$ cat config.mk
export PLATFORM = sky130hd
export DESIGN_NAME = hazard_stall_unit
export DESIGN_NICKNAME = d
export VERILOG_FILES = /design/src/rtl/hazard_pkg.sv /design/src/rtl/hazard_stall_unit_sat_counter.sv /design/src/rtl/hazard_stall_unit.sv
export SDC_FILE = /design/constraint.sdc
export NUM_CORES = 1
export LEC_CHECK = 0
export CAP_MARGIN = 20
export CORE_MARGIN = 2
export CORE_UTILIZATION = 38
export CTS_BUF_LIST = sky130_fd_sc_hd__clkbuf_8
export CTS_CLUSTER_DIAMETER = 50
export CTS_CLUSTER_SIZE = 25
export DETAILED_ROUTE_END_ITERATION = 10
export PLACE_DENSITY_LB_ADDON = 0.25
export SYNTH_ARGS = -nofsm -noshare
export SYNTH_HDL_FRONTEND = slang
export SYNTH_SLANG_ARGS = --single-unit
$ cat constraint.sdc
create_clock -name clk -period 2.6 [get_ports clk]
set_clock_uncertainty 0.15 [all_clocks]
set_input_delay 0.52 -clock clk [delete_from_list [all_inputs] [get_ports clk]]
set_output_delay 0.52 -clock clk [all_outputs]
set_load 0.02 [all_outputs]
$ cat src/rtl/hazard_pkg.sv
// Shared types and constants for the pipeline hazard stall/flush controller.
package hazard_pkg;

  localparam int REG_IDX_W = 5;

  typedef enum logic [1:0] {
    RUN  = 2'd0,
    WAIT = 2'd1,
    ERR  = 2'd2
  } hazard_state_e;

  // Memory-wait counter width: enough to reach the timeout value, never zero bits.
  function automatic int wait_width(input int timeout);
    int w;
    w = $clog2(timeout + 1);
    return (w < 1) ? 1 : w;
  endfunction

endpackage

$ cat src/rtl/hazard_stall_unit_sat_counter.sv
// Saturating up-counter used for the stall and flush performance statistics.
module sat_counter #(
  parameter int W = 32
) (
  input  logic         clk,
  input  logic         rst_n,
  input  logic         inc,
  output logic [W-1:0] count
);

  // Count qualifying cycles, holding at all-ones.
  always_ff @(posedge clk or negedge rst_n) begin
    if (!rst_n) begin
      count <= {W{1'b0}};
    end else if (inc && (count != {W{1'b1}})) begin
      count <= count + W'(1);
    end else begin
      count <= count;
    end
  end

endmodule

$ cat src/rtl/hazard_stall_unit.sv
// Stall/flush controller for load-use, taken-branch and data-memory-wait hazards,
// with a memory timeout FSM and saturating stall/flush counters.
module hazard_stall_unit
  import hazard_pkg::*;
#(
  parameter int MEM_TIMEOUT = 16,
  parameter int CNT_W       = 32
) (
  input  logic                 clk,
  input  logic                 rst_n,
  input  logic [REG_IDX_W-1:0] Rs1D,
  input  logic [REG_IDX_W-1:0] Rs2D,
  input  logic [REG_IDX_W-1:0] RdE,
  input  logic                 LoadE,
  input  logic                 PCSrcE,
  input  logic                 MemReqM,
  input  logic                 MemReadyM,
  output logic                 StallF,
  output logic                 StallD,
  output logic                 StallE,
  output logic                 StallM,
  output logic                 FlushD,
  output logic                 FlushE,
  output logic                 MemErr,
  output logic [CNT_W-1:0]     StallCount,
  output logic [CNT_W-1:0]     FlushCount
);

  localparam int WAIT_W     = wait_width(MEM_TIMEOUT);
  localparam bit TIMEOUT_EN = (MEM_TIMEOUT != 0);

  hazard_state_e     state_r;
  logic [WAIT_W-1:0] wait_cnt_r;
  logic [WAIT_W-1:0] wait_nxt_s;
  logic              mem_err_r;
  logic              miss_s;
  logic              lu_s;
  logic              br_s;
  logic              br_active_s;
  logic              any_stall_s;

  assign miss_s = MemReqM & ~MemReadyM;
  assign lu_s   = LoadE & (RdE != {REG_IDX_W{1'b0}}) & ((RdE == Rs1D) | (RdE == Rs2D));
  assign br_s   = PCSrcE;

  assign wait_nxt_s = wait_cnt_r + WAIT_W'(1);

  // Priority-encoded stall/flush enables; a freeze keeps the branch pending in E.
  always_comb begin
    StallF      = 1'b0;
    StallD      = 1'b0;
    StallE      = 1'b0;
    StallM      = 1'b0;
    FlushD      = 1'b0;
    FlushE      = 1'b0;
    br_active_s = 1'b0;
    if ((state_r == ERR) || miss_s) begin
      StallF = 1'b1;
      StallD = 1'b1;
      StallE = 1'b1;
      StallM = 1'b1;
    end else if (br_s) begin
      FlushD      = 1'b1;
      FlushE      = 1'b1;
      br_active_s = 1'b1;
    end else if (lu_s) begin
      StallF = 1'b1;
      StallD = 1'b1;
      FlushE = 1'b1;
    end else begin
      StallF = 1'b0;
      StallD = 1'b0;
    end
  end

  assign any_stall_s = StallF | StallD | StallE | StallM;

  // Memory-wait tracking; ERR is only left through rst_n.
  always_ff @(posedge clk or negedge rst_n) begin
    if (!rst_n) begin
      state_r    <= RUN;
      wait_cnt_r <= {WAIT_W{1'b0}};
      mem_err_r  <= 1'b0;
    end else begin
      case (state_r)
        RUN, WAIT: begin
          if (miss_s) begin
            wait_cnt_r <= wait_nxt_s;
            if (TIMEOUT_EN && (wait_nxt_s == WAIT_W'(MEM_TIMEOUT))) begin
              state_r   <= ERR;
              mem_err_r <= 1'b1;
            end else begin
              state_r   <= WAIT;
              mem_err_r <= 1'b0;
            end
          end else begin
            state_r    <= RUN;
            wait_cnt_r <= {WAIT_W{1'b0}};
            mem_err_r  <= 1'b0;
          end
        end
        ERR: begin
          state_r   <= ERR;
          mem_err_r <= 1'b1;
        end
        default: begin
          state_r    <= RUN;
          wait_cnt_r <= {WAIT_W{1'b0}};
          mem_err_r  <= 1'b0;
        end
      endcase
    end
  end

  assign MemErr = mem_err_r;

  sat_counter #(.W(CNT_W)) u_stall_cnt (
    .clk   (clk),
    .rst_n (rst_n),
    .inc   (any_stall_s),
    .count (StallCount)
  );

  sat_counter #(.W(CNT_W)) u_flush_cnt (
    .clk   (clk),
    .rst_n (rst_n),
    .inc   (br_active_s),
    .count (FlushCount)
  );

endmodule

==> summary.txt, run 1 <==
Global route
  • Pin count of the biggest net entering global routing: 35
  • Via count of the first global-routing pass: 2733
  • Global-route wire length before repair: between 10000 and 15000 um
  • Initial antenna violation count: 0
  • GR Util All Layers: between 15 and 20%
  • GR Overflow Total: 0

STA
  • Fin crit share: 98.34%
  • Fmax: 391.1 MHz
  • RSZ-0062 raised after global routing: true
  • Setup ws final: 0.04325 ns
  • Worst slew margin: between 60% and 70%
  • TNS Setup: 0 ns
  • Max-slew violations: 0
  • Hold violation count in the final report: 0
  • Setup-failing EPs final: 0
  • Worst-margin pin slew: ~0.58 ns
  • Crit path time final: between 2 and 3 ns

Setup path
  • Buf/Inv on CP: 2
  • Startpoint types: input pin
  • R2R Path End: u_stall_cnt.count[1]
  • Req. time, crit path: 1.93 ns
  • Flop2flop setup slack: between 0.3 and 0.4 ns
  • CP most frequent cell: nor2_1
  • Delay-heaviest family, CP: simple AND/OR/NAND/NOR gates
  • Crit-path max FO: 3
  • Critical path's largest stage delay: 0.54 ns
  • Crit-path slowest cell: or4_4
  • Critical R2R Launch: u_stall_cnt.count[17]
  • Reg2Reg Depth: 7
  • Critical path class: input pin to primary output
  • Worst setup EP type: primary output
  • CP Cell Sequence: dlygate4sd2_1, or4_4, o21ai_2, nor2_1, nor2_1, nor2_1, buf_2
  • CP arrival: 1.89 ns

Floorplanning
  • Die area: 0.009931 mm2
  • Std-Cell Rows: 34
  • Core region area: 0.008806 mm2
  • Starting Density: 39.49%
  • Die Ht: 99.66 um
  • I/O pin count: just over 90
  • Die width: 99.66 um

Clocking
  • Post-CTS Hold Fix Bufs: 0
  • Clk sink count: 71
  • Worst skew pair latency: 0.34 ns
  • Clk slew on worst S/H paths: 0.08 ns
  • H-tree depth: 3
  • CTS buffer count: 9
  • Max Root-Sink Buffers: 2
  • TritonCTS clock tree: done
  • Clock root cell: clkbuf_8

Detailed routing
  • Avg WL per Cell: 14.27 um
  • First drt pass iteration count: 4
  • DR vias/cell: 5.041
  • Drt drc: 0
  • Remaining antenna violation count: 0
  • Starting DRT DRC Count: 112
  • Vias post-DR: 2697
  • Final wirelength: 7634 um

Run status
  • Status: complete, no violations

Synthesis
  • Mapped Nets: 334
  • Syn. warnings: 0
  • Largest cells by area after synthesis: dfrtp_1, xnor2_1, xor2_1
  • Area leader, netlist: dfrtp_1
  • Top_reg_cell synth: dfrtp_1
  • Sequential-to-total area share from yosys stat: 51.10%
  • Syn_area_per_cell: 11.22 um2
  • Syn Inst Count: 310
  • FFs w/ async S/R, synth: 100.0%
  • Unique masters post-synth: 46
  • Most common cell in the synthesized netlist: dfrtp_1
  • Post-synth top cells: dfrtp_1, xnor2_1, xor2_1
  • Cell Area, Synth: 0.003477 mm2
  • Yosys reg bits: 71
  • EDFF count, synth: 0
  • Synth top area share: 51.10%

Place
  • DP HPWL: 5408 um
  • Pre-CTS WS: -0.5248 ns
  • Routability congestion estimate: 0.8276
  • Placed Area: 0.004582 mm2
  • Placed Cells: 516
  • Port Buffers: 91

Layout
  • Fin util: 55.03%
  • Fin area: 0.004846 mm2
  • Post-Layout Cell Count: ~540
  • Post-layout nets: 446
  • Fillers: between 700 and 800
  • Antenna Cells: 0
  • Area Overhead vs Synth: 39.37%
  • Share of layout cells above drive strength 1: 15.93%

Worst hold path
  • Worst Hold Class: input pin to asynchronous set/reset pin

Power and ir drop
  • PD cells: 591.1 mW/mm2
  • Peak VDD IR: 474.3 uV
  • Leakage: 2.147 nW

Run
  • Max cap viols: 0
-- per-stage QoR --
step,hold slack [ns],total power [W]
floorplan,0.07441,0.001645
global route,0.05132,0.003015
global placement,0.3253,0.001970
finish,0.02066,0.002864
CTS,0.01883,0.002895
detailed placement,0.3309,0.001975
-- how the worst max path moves through the flow --
stage / cells past startpoint / start / slack [ns] / to
after CTS: 8 / RdE[0] / 0.0002 / FlushE
after global placement: 6 / RdE[1] / -0.50 / StallD
after detailed placement: 6 / RdE[1] / -0.52 / StallD
final: 7 / RdE[1] / 0.04 / FlushE
after global routing: 7 / RdE[1] / -0.04 / FlushE
after floorplan: 5 / RdE[1] / 0.33 / StallF
-- state kept, by name, summed over array words and instances, names as in the netlist --
register,flops
u_stall_cnt.count,32
wait_cnt_r,5
MemErr,1
state_r,1
u_flush_cnt.count,32
-- what timing repair did --
action                                  in CTS  in global routing
gates cloned                                 1                  0
endpoints found under the setup margin      27                  6
buffers inserted                             0                  2
pin swaps                                    2                  4
gates resized for setup                     20                  7
-- kinds of logic (layout without fill, tap and decap cells) --
logic type      after synthesis  after routing  share of synthesized area (%)
compound gates               19             20                          4.427
flops                        71             71                          51.10
fa+ha+maj                     3              3                          1.080
simple gates                134            134                          22.42
mux                           3              3                         0.9715
xor+xnor                     72             72                          18.35
buf+inv                       8            124                          1.655
-- worst register-to-register path, stage by stage (launching register included) --
cell,delay [ns]
dfrtp_1,0.43
and3_1,0.24
and3_1,0.23
nand4_1,0.17
nor2_1,0.41
a21boi_4,0.11
buf_12,0.17
mux2_2,0.27
-- routing by layer --
layer / track usage [%] / vias to the layer above / wire length, um
met1: 22.32 / 1314 / 3597
met2: 25.57 / 63 / 3582
li1: - / 1310 / -
met3: 3.654 / 10 / 333
met4: 6.217 / 0 / 120
met5: 0 / - / 0
-- area by class of cell --
cell class | count | area [um2] | share of cell area (%)
Timing Repair Buffer | 107 | 1041 | 21.48
Multi-Input combinational cell | 232 | 1682 | 34.70
Clock buffer | 10 | 137.6 | 2.840
Clock inverter | 6 | 70.07 | 1.446
Tap cell | 108 | 135.1 | 2.789
Inverter | 1 | 3.754 | 0.07746
Sequential cell | 71 | 1777 | 36.66
-- report_power, final --
| group | leakage (nW) | switching (W) | total (W) | internal, W |
|---|---|---|---|---|
| registers | 0.967 | 0.000126 | 0.00133 | 0.00120 |
| logic | 1.09 | 0.000313 | 0.000636 | 0.000323 |
| clock network | 0.0947 | 0.000429 | 0.000901 | 0.000472 |
| total | 2.15 | 0.000868 | 0.00286 | 0.00200 |
-- layout by cell type (no fill, tap or decap), types with 3 or more instances in the layout --
cell type and count:
ha_1 3, nor2_1 15, nand3_1 21, and3_1 22, o21ai_0 6, and4_4 3
nand4_1 24, dlygate4sd2_1 5, and2_1 4, dfrtp_1 71, clkinvlp_4 3, buf_4 15
clkbuf_8 10, xnor2_1 45, nand2_1 22, xor2_1 26, mux2_2 3, clkdlybuf4s50_1 81
and3_4 3
Power figures use the tool's default switching activity.
==> run 2, diff against run 1 <==
GPL_TIMING_DRIVEN = 1   (was not set)
==> results of run 2 <==
Same layout as run 1: the final DEF is identical, and so are final timing and power.
==> run 3, diff against run 2 <==
SYNTH_HIERARCHICAL = 1   (was not set)
==> summary.txt, run 3 <==
Global route
  • Pin count of the biggest net entering global routing: 33 (was 35)
  • GR Util All Layers: 17.68% (was 16.36%)
  • GR Overflow Total: 0 (unchanged)
  • Initial antenna violation count: 0 (unchanged)
  • Global-route wire length before repair: 15550 um (was 13080 um)
  • Via count of the first global-routing pass: 3147 (was 2733)

Synthesis
  • Most common cell in the synthesized netlist: dfrtp_1 (unchanged)
  • Syn. warnings: 6 (was 0)
  • Cell Area, Synth: 0.003767 mm2 (was 0.003477 mm2)
  • Top_reg_cell synth: dfrtp_1 (unchanged)
  • Sequential-to-total area share from yosys stat: 47.16% (was 51.10%)
  • Yosys reg bits: 71 (unchanged)
  • Synth top area share: 47.16% (was 51.10%)
  • Syn Inst Count: 361 (was 310)
  • Unique masters post-synth: 42 (was 46)
  • Mapped Nets: 385 (was 334)
  • Post-synth top cells: dfrtp_1, xnor2_1, nand2_1 (was dfrtp_1, xnor2_1, xor2_1)
  • Area leader, netlist: dfrtp_1 (unchanged)
  • FFs w/ async S/R, synth: 100.0% (unchanged)
  • EDFF count, synth: 0 (unchanged)
  • Syn_area_per_cell: 10.44 um2 (was 11.22 um2)
  • Largest cells by area after synthesis: dfrtp_1, xnor2_1, xor2_1 (unchanged)

Power and ir drop
  • Total power: 0.002812 W (was 0.002864 W)
  • Leakage: 2.243 nW (was 2.147 nW)
  • PD cells: 533.2 mW/mm2 (was 591.1 mW/mm2)
  • Peak VDD IR: 405.4 uV (was 474.3 uV)

Detailed routing
  • Avg WL per Cell: 14.94 um (was 14.27 um)
  • First drt pass iteration count: 5 (was 4)
  • Drt drc: 0 (unchanged)
  • Vias post-DR: 3237 (was 2697)
  • Remaining antenna violation count: 0 (unchanged)
  • Final wirelength: 9354 um (was 7634 um)
  • DR vias/cell: 5.171 (was 5.041)
  • Starting DRT DRC Count: 165 (was 112)

Layout
  • Most frequent cells in the layout: dfrtp_1, clkdlybuf4s50_1, xnor2_1, nand2_1 (was clkdlybuf4s50_1, dfrtp_1, xnor2_1, xor2_1, nand4_1)
  • Antenna Cells: 0 (unchanged)
  • Biggest regs: u_flush_cnt/count (32), u_stall_cnt/count (32), wait_cnt_r (5) (was u_flush_cnt.count (32), u_stall_cnt.count (32), wait_cnt_r (5))
  • Most common cell after layout, fill and taps aside: dfrtp_1 (was clkdlybuf4s50_1)
  • Post-layout nets: 512 (was 446)
  • Fin area: 0.005274 mm2 (was 0.004846 mm2)
  • Area Overhead vs Synth: 39.99% (was 39.37%)
  • Share of layout cells above drive strength 1: 18.66% (was 15.93%)

Setup path
  • Critical path class: input pin to primary output (unchanged)
  • CP Cell Sequence: clkdlybuf4s15_1, buf_4, or4_4, o21ai_4, o31ai_4, buf_2 (was dlygate4sd2_1, or4_4, o21ai_2, nor2_1, nor2_1, nor2_1, buf_2)
  • Delay-heaviest family, CP: buffers and inverters (was simple AND/OR/NAND/NOR gates)
  • Crit-path max FO: 4 (was 3)
  • Critical path's largest stage delay: 0.42 ns (was 0.54 ns)
  • Crit-path slowest cell: or4_4 (unchanged)
  • CP arrival: 1.83 ns (was 1.89 ns)
  • Req. time, crit path: 1.93 ns (about the same)
  • Worst setup EP type: primary output (unchanged)
  • Startpoint types: input pin (unchanged)
  • Buf/Inv on CP: 3 (was 2)

STA
  • Hold violation count in the final report: 0 (unchanged)
  • TNS Setup: 0 ns (unchanged)
  • Fmax: 400.7 MHz (was 391.1 MHz)
  • Hold Slack: 0.07665 ns (was 0.02066 ns)
  • Max-slew violations: 0 (unchanged)
  • Setup ws final: 0.1045 ns (was 0.04325 ns)
  • Setup-failing EPs final: 0 (unchanged)
  • Worst slew margin: 52.47% (was 61.66%)
  • Fin crit share: 95.98% (was 98.34%)
  • Crit path time final: 2.496 ns (was 2.557 ns)
  • Worst-margin pin slew: 0.7129 ns (was 0.5751 ns)

Floorplanning
  • Die Ht: 103.6 um (was 99.66 um)
  • Die area: 0.01073 mm2 (was 0.009931 mm2)
  • I/O pin count: 92 (unchanged)
  • Die width: 103.6 um (was 99.66 um)
  • Starting Density: 38.90% (was 39.49%)
  • Std-Cell Rows: 36 (was 34)
  • Core region area: 0.009684 mm2 (was 0.008806 mm2)

Place
  • Pre-CTS WS: -0.6518 ns (was -0.5248 ns)
  • Port Buffers: 91 (unchanged)
  • DP HPWL: 6983 um (was 5408 um)
  • Routability congestion estimate: 0.7932 (was 0.8276)
  • Placed Area: 0.005019 mm2 (was 0.004582 mm2)

Clocking
  • H-tree depth: 3 (unchanged)
  • Worst skew pair latency: 0.34 ns (about the same)
  • Clk sink count: 71 (unchanged)
  • TritonCTS clock tree: done (unchanged)
  • Post-CTS Hold Fix Bufs: 0 (unchanged)
  • Max Root-Sink Buffers: 2 (unchanged)
  • Clk slew on worst S/H paths: 0.07 ns (was 0.08 ns)
  • Clock root cell: clkbuf_8 (unchanged)
  • CTS buffer count: 9 (unchanged)

Worst hold path
  • Worst Hold Class: input pin to asynchronous set/reset pin (unchanged)

Run
  • Max cap viols: 0 (unchanged)

Run status
  • Status: complete, no violations (unchanged)
[run 3: cells by family (layout without fill, tap and decap cells)]
group           after synthesis  after routing  synth area share, %
simple gates                177            177                27.57
flops                        71             71                47.16
buf+inv                      10            142                1.594
xor+xnor                     70             70                16.27
mux                           4              4                1.196
compound gates               26             26                5.214
fa+ha+maj                     3              3               0.9965
[run 3: power by group]
part	switching, W	internal, W
sequential	0.000156	0.00120
clock	0.000401	0.000361
combinational	0.000354	0.000340
total	0.000911	0.00190
[run 3: final cells by class]
cell class              count  area [um2]
clock buffers              10       137.6
repair buffers            122        1115
fillers                   878        4410
multi-input cells         280        2033
flip-flops and latches     71        1777
clock inverters             6       30.03
well taps                 133       166.4
inverters                   4       15.01
[run 3: timing repair]
item	in CTS	in global routing
buffers inserted	0	3
setup endpoints to repair	28	27
gates resized for setup	29	36
endpoints found under the hold margin	0	0
pin swaps	6	14
gates cloned	0	0
[run 3: metal layers]
layer / vias to the layer above / share of wire, % / track usage [%]
met4: 0 / 1.9 / 7.239
met3: 19 / 5.6 / 3.398
li1: 1562 / - / -
met5: - / 0 / 0
met2: 94 / 46 / 27.53
met1: 1562 / 46 / 24.32
[run 3: worst paths after layout]
path	from	endpoint	slack (ns)	cells after the start
hold / removal	rst_n	u_stall_cnt/count[31]	0.08	1
setup / recovery	RdE[4]	StallF	0.10	6
hold reg to reg	u_stall_cnt/count[31]	u_stall_cnt/count[31]	0.35	1
max in group asynchronous	rst_n	wait_cnt_r[4]	1.47	2
min in group clk	u_stall_cnt/count[31]	u_stall_cnt/count[31]	0.35	1
setup reg to reg	u_flush_cnt/count[24]	u_flush_cnt/count[1]	0.34	5
[run 3: per-stage QoR]
step	instances	util, %
floorplan	361	-
global placement	607	51.82
CTS	623	53.48
detailed placement	607	51.82
global route	626	54.46
finish	626	54.46
==> patch, RTL diff (settings of run 1) <==
The parameter `MEM_TIMEOUT` goes from 16 to 8.
--- a/src/rtl/hazard_stall_unit.sv
+++ b/src/rtl/hazard_stall_unit.sv
@@ -4,5 +4,5 @@
   import hazard_pkg::*;
 #(
-  parameter int MEM_TIMEOUT = 16,
+  parameter int MEM_TIMEOUT = 8,
   parameter int CNT_W       = 32
 ) (
Behaviour: not the same (Yosys sat finds a counterexample within 10 cycles, from zero or initial values and one cycle with rst_n low).
==> patch against run 1 <==
- sequential cell count fell by 1
- global-route usage is 0.42 points higher
- cell area rose by 2.0%
- area after synthesis grew 2.4%
- routed wire length grew 5.4%
- power up 3.5%
- sequential share of layout area decreased by 1.2 points
- worst setup slack gained 0.0082 ns
==> patch: results (changes against run 1) <==
slowest cell on the critical path o31a_1 (was or4_4); number of global-route vias before repair 2798 (was 2733); Avg WL per Cell 14.4 µm (was 14.3 µm); Via density 5.03 (was 5.04); Static Leak 2.18 nW (was 2.15 nW); Critical Path Fanout Max 2 (was 3); post-placement cell area 4680 µm² (was 4580 µm²); Mapped Nets 358 (was 334); Synth cell types 47 (was 46); Max transition margin 0.647 (was 0.617); Synth top cells by count dfrtp_1, xnor2_1, xor2_1, nor2_1 (was dfrtp_1, xnor2_1, xor2_1, nand4_1); peak supply drop 387 µV (was 474 µV); first-pass GRT wire length 13700 µm (was 13100 µm); layout cells sized above 1 0.147 (was 0.159); top flop regs u_flush_cnt.count (32), u_stall_cnt.count (32), wait_cnt_r (4) (was u_flush_cnt.count (32), u_stall_cnt.count (32), wait_cnt_r (5)); crit-path max cell delay 0.36 ns (was 0.54 ns); P_sw 0.824 mW (was 0.868 mW); fin nets 468 (was 446); dpl ws -0.685 ns (was -0.525 ns); sequential share of the synthesized area 0.492 (was 0.511); multi-input combinational cell area 1750 µm² (was 1680 µm²); Fill cells 855 (was 770); Starting DRT DRC Count 86 (was 112); GRT Total Usage 0.168 (was 0.164); hpwl dp 5690 µm (was 5410 µm); met1 Usage GRT 0.234 (was 0.223); largest net degree at the start of global routing 71 (was 35); status finished clean (unchanged)
patch: logic make-up after synthesis:
| group | Yosys count | synth area share |
|---|---|---|
| flops | 70 | 0.492 |
| xor+xnor | 74 | 0.182 |
| mux | 2 | 0.00633 |
| buf+inv | 12 | 0.0218 |
| simple gates | 161 | 0.255 |
| fa+ha+maj | 3 | 0.0105 |
| compound gates | 12 | 0.0320 |
patch: final timing paths:
path / from / to / slack, ns / cells past startpoint
min in group clk: u_flush_cnt.count[31]$_DFFE_PN0P_ / u_flush_cnt.count[31]$_DFFE_PN0P_ / 0.34 / 1
worst min register to register: u_flush_cnt.count[31]$_DFFE_PN0P_ / u_flush_cnt.count[31]$_DFFE_PN0P_ / 0.34 / 1
max in group asynchronous: rst_n / wait_cnt_r[1]$_DFFE_PN0N_ / 1.96 / 2
worst max-delay path: RdE[1] / StallF / 0.05 / 8
worst min-delay path: rst_n / u_stall_cnt.count[1]$_DFFE_PN0P_ / 0.04 / 2
worst max register to register: u_stall_cnt.count[10]$_DFFE_PN0P_ / u_stall_cnt.count[1]$_DFFE_PN0P_ / 0.35 / 6
patch: layout make-up:
type,instances,share of cell area
multi-input cells,252,0.355
flip-flops and latches,70,0.354
repair buffers,107,0.210
well taps,111,0.0281
clock buffers,10,0.0278
clock inverters,5,0.0215
inverters,4,0.00304
patch: what timing repair did:
action	4_1_cts	5_1_grt
buffers inserted	0	1
pin swaps	7	12
gates resized for setup	40	12
hold buffers	0	0
setup endpoints to repair	6	5
patch: power groups by stage:
stage	Combinational (mW)	Sequential, mW	Clock, mW
2_1_floorplan	0.187	1.42	0
3_3_place_gp	0.589	1.33	0
3_5_place_dp	0.597	1.33	0
4_1_cts	0.595	1.31	1.10
5_1_grt	0.632	1.33	1.15
6_report	0.586	1.31	1.07
patch: stage by stage:
step | cells | TNS, ns | hold slack (ns)
final | 559 | 0 | 0.0450
after global routing | 559 | -0.00618 | 0.0588
after CTS | 558 | -0.0260 | 0.0511
after detailed placement | 543 | -6.94 | 0.330
after global placement | 543 | -5.08 | 0.324
after floorplan | 334 | 0 | 0.0744
patch: worst register-to-register path: cells and delay by family (launching register included):
kind	cells	cell delay (ns)
multiplexers	1	0.35
flip-flops	1	0.45
AND/OR/NAND/NOR	3	0.72
buffers and inverters	1	0.20
AO/OA/AOI/OAI	1	0.28
patch: per-layer routing:
| metal | wire, µm | share of wire |
|---|---|---|
| met5 | 0 | 0 |
| met4 | 127 | 0.016 |
| met2 | 3750 | 0.47 |
| met3 | 288 | 0.036 |
| met1 | 3880 | 0.48 |
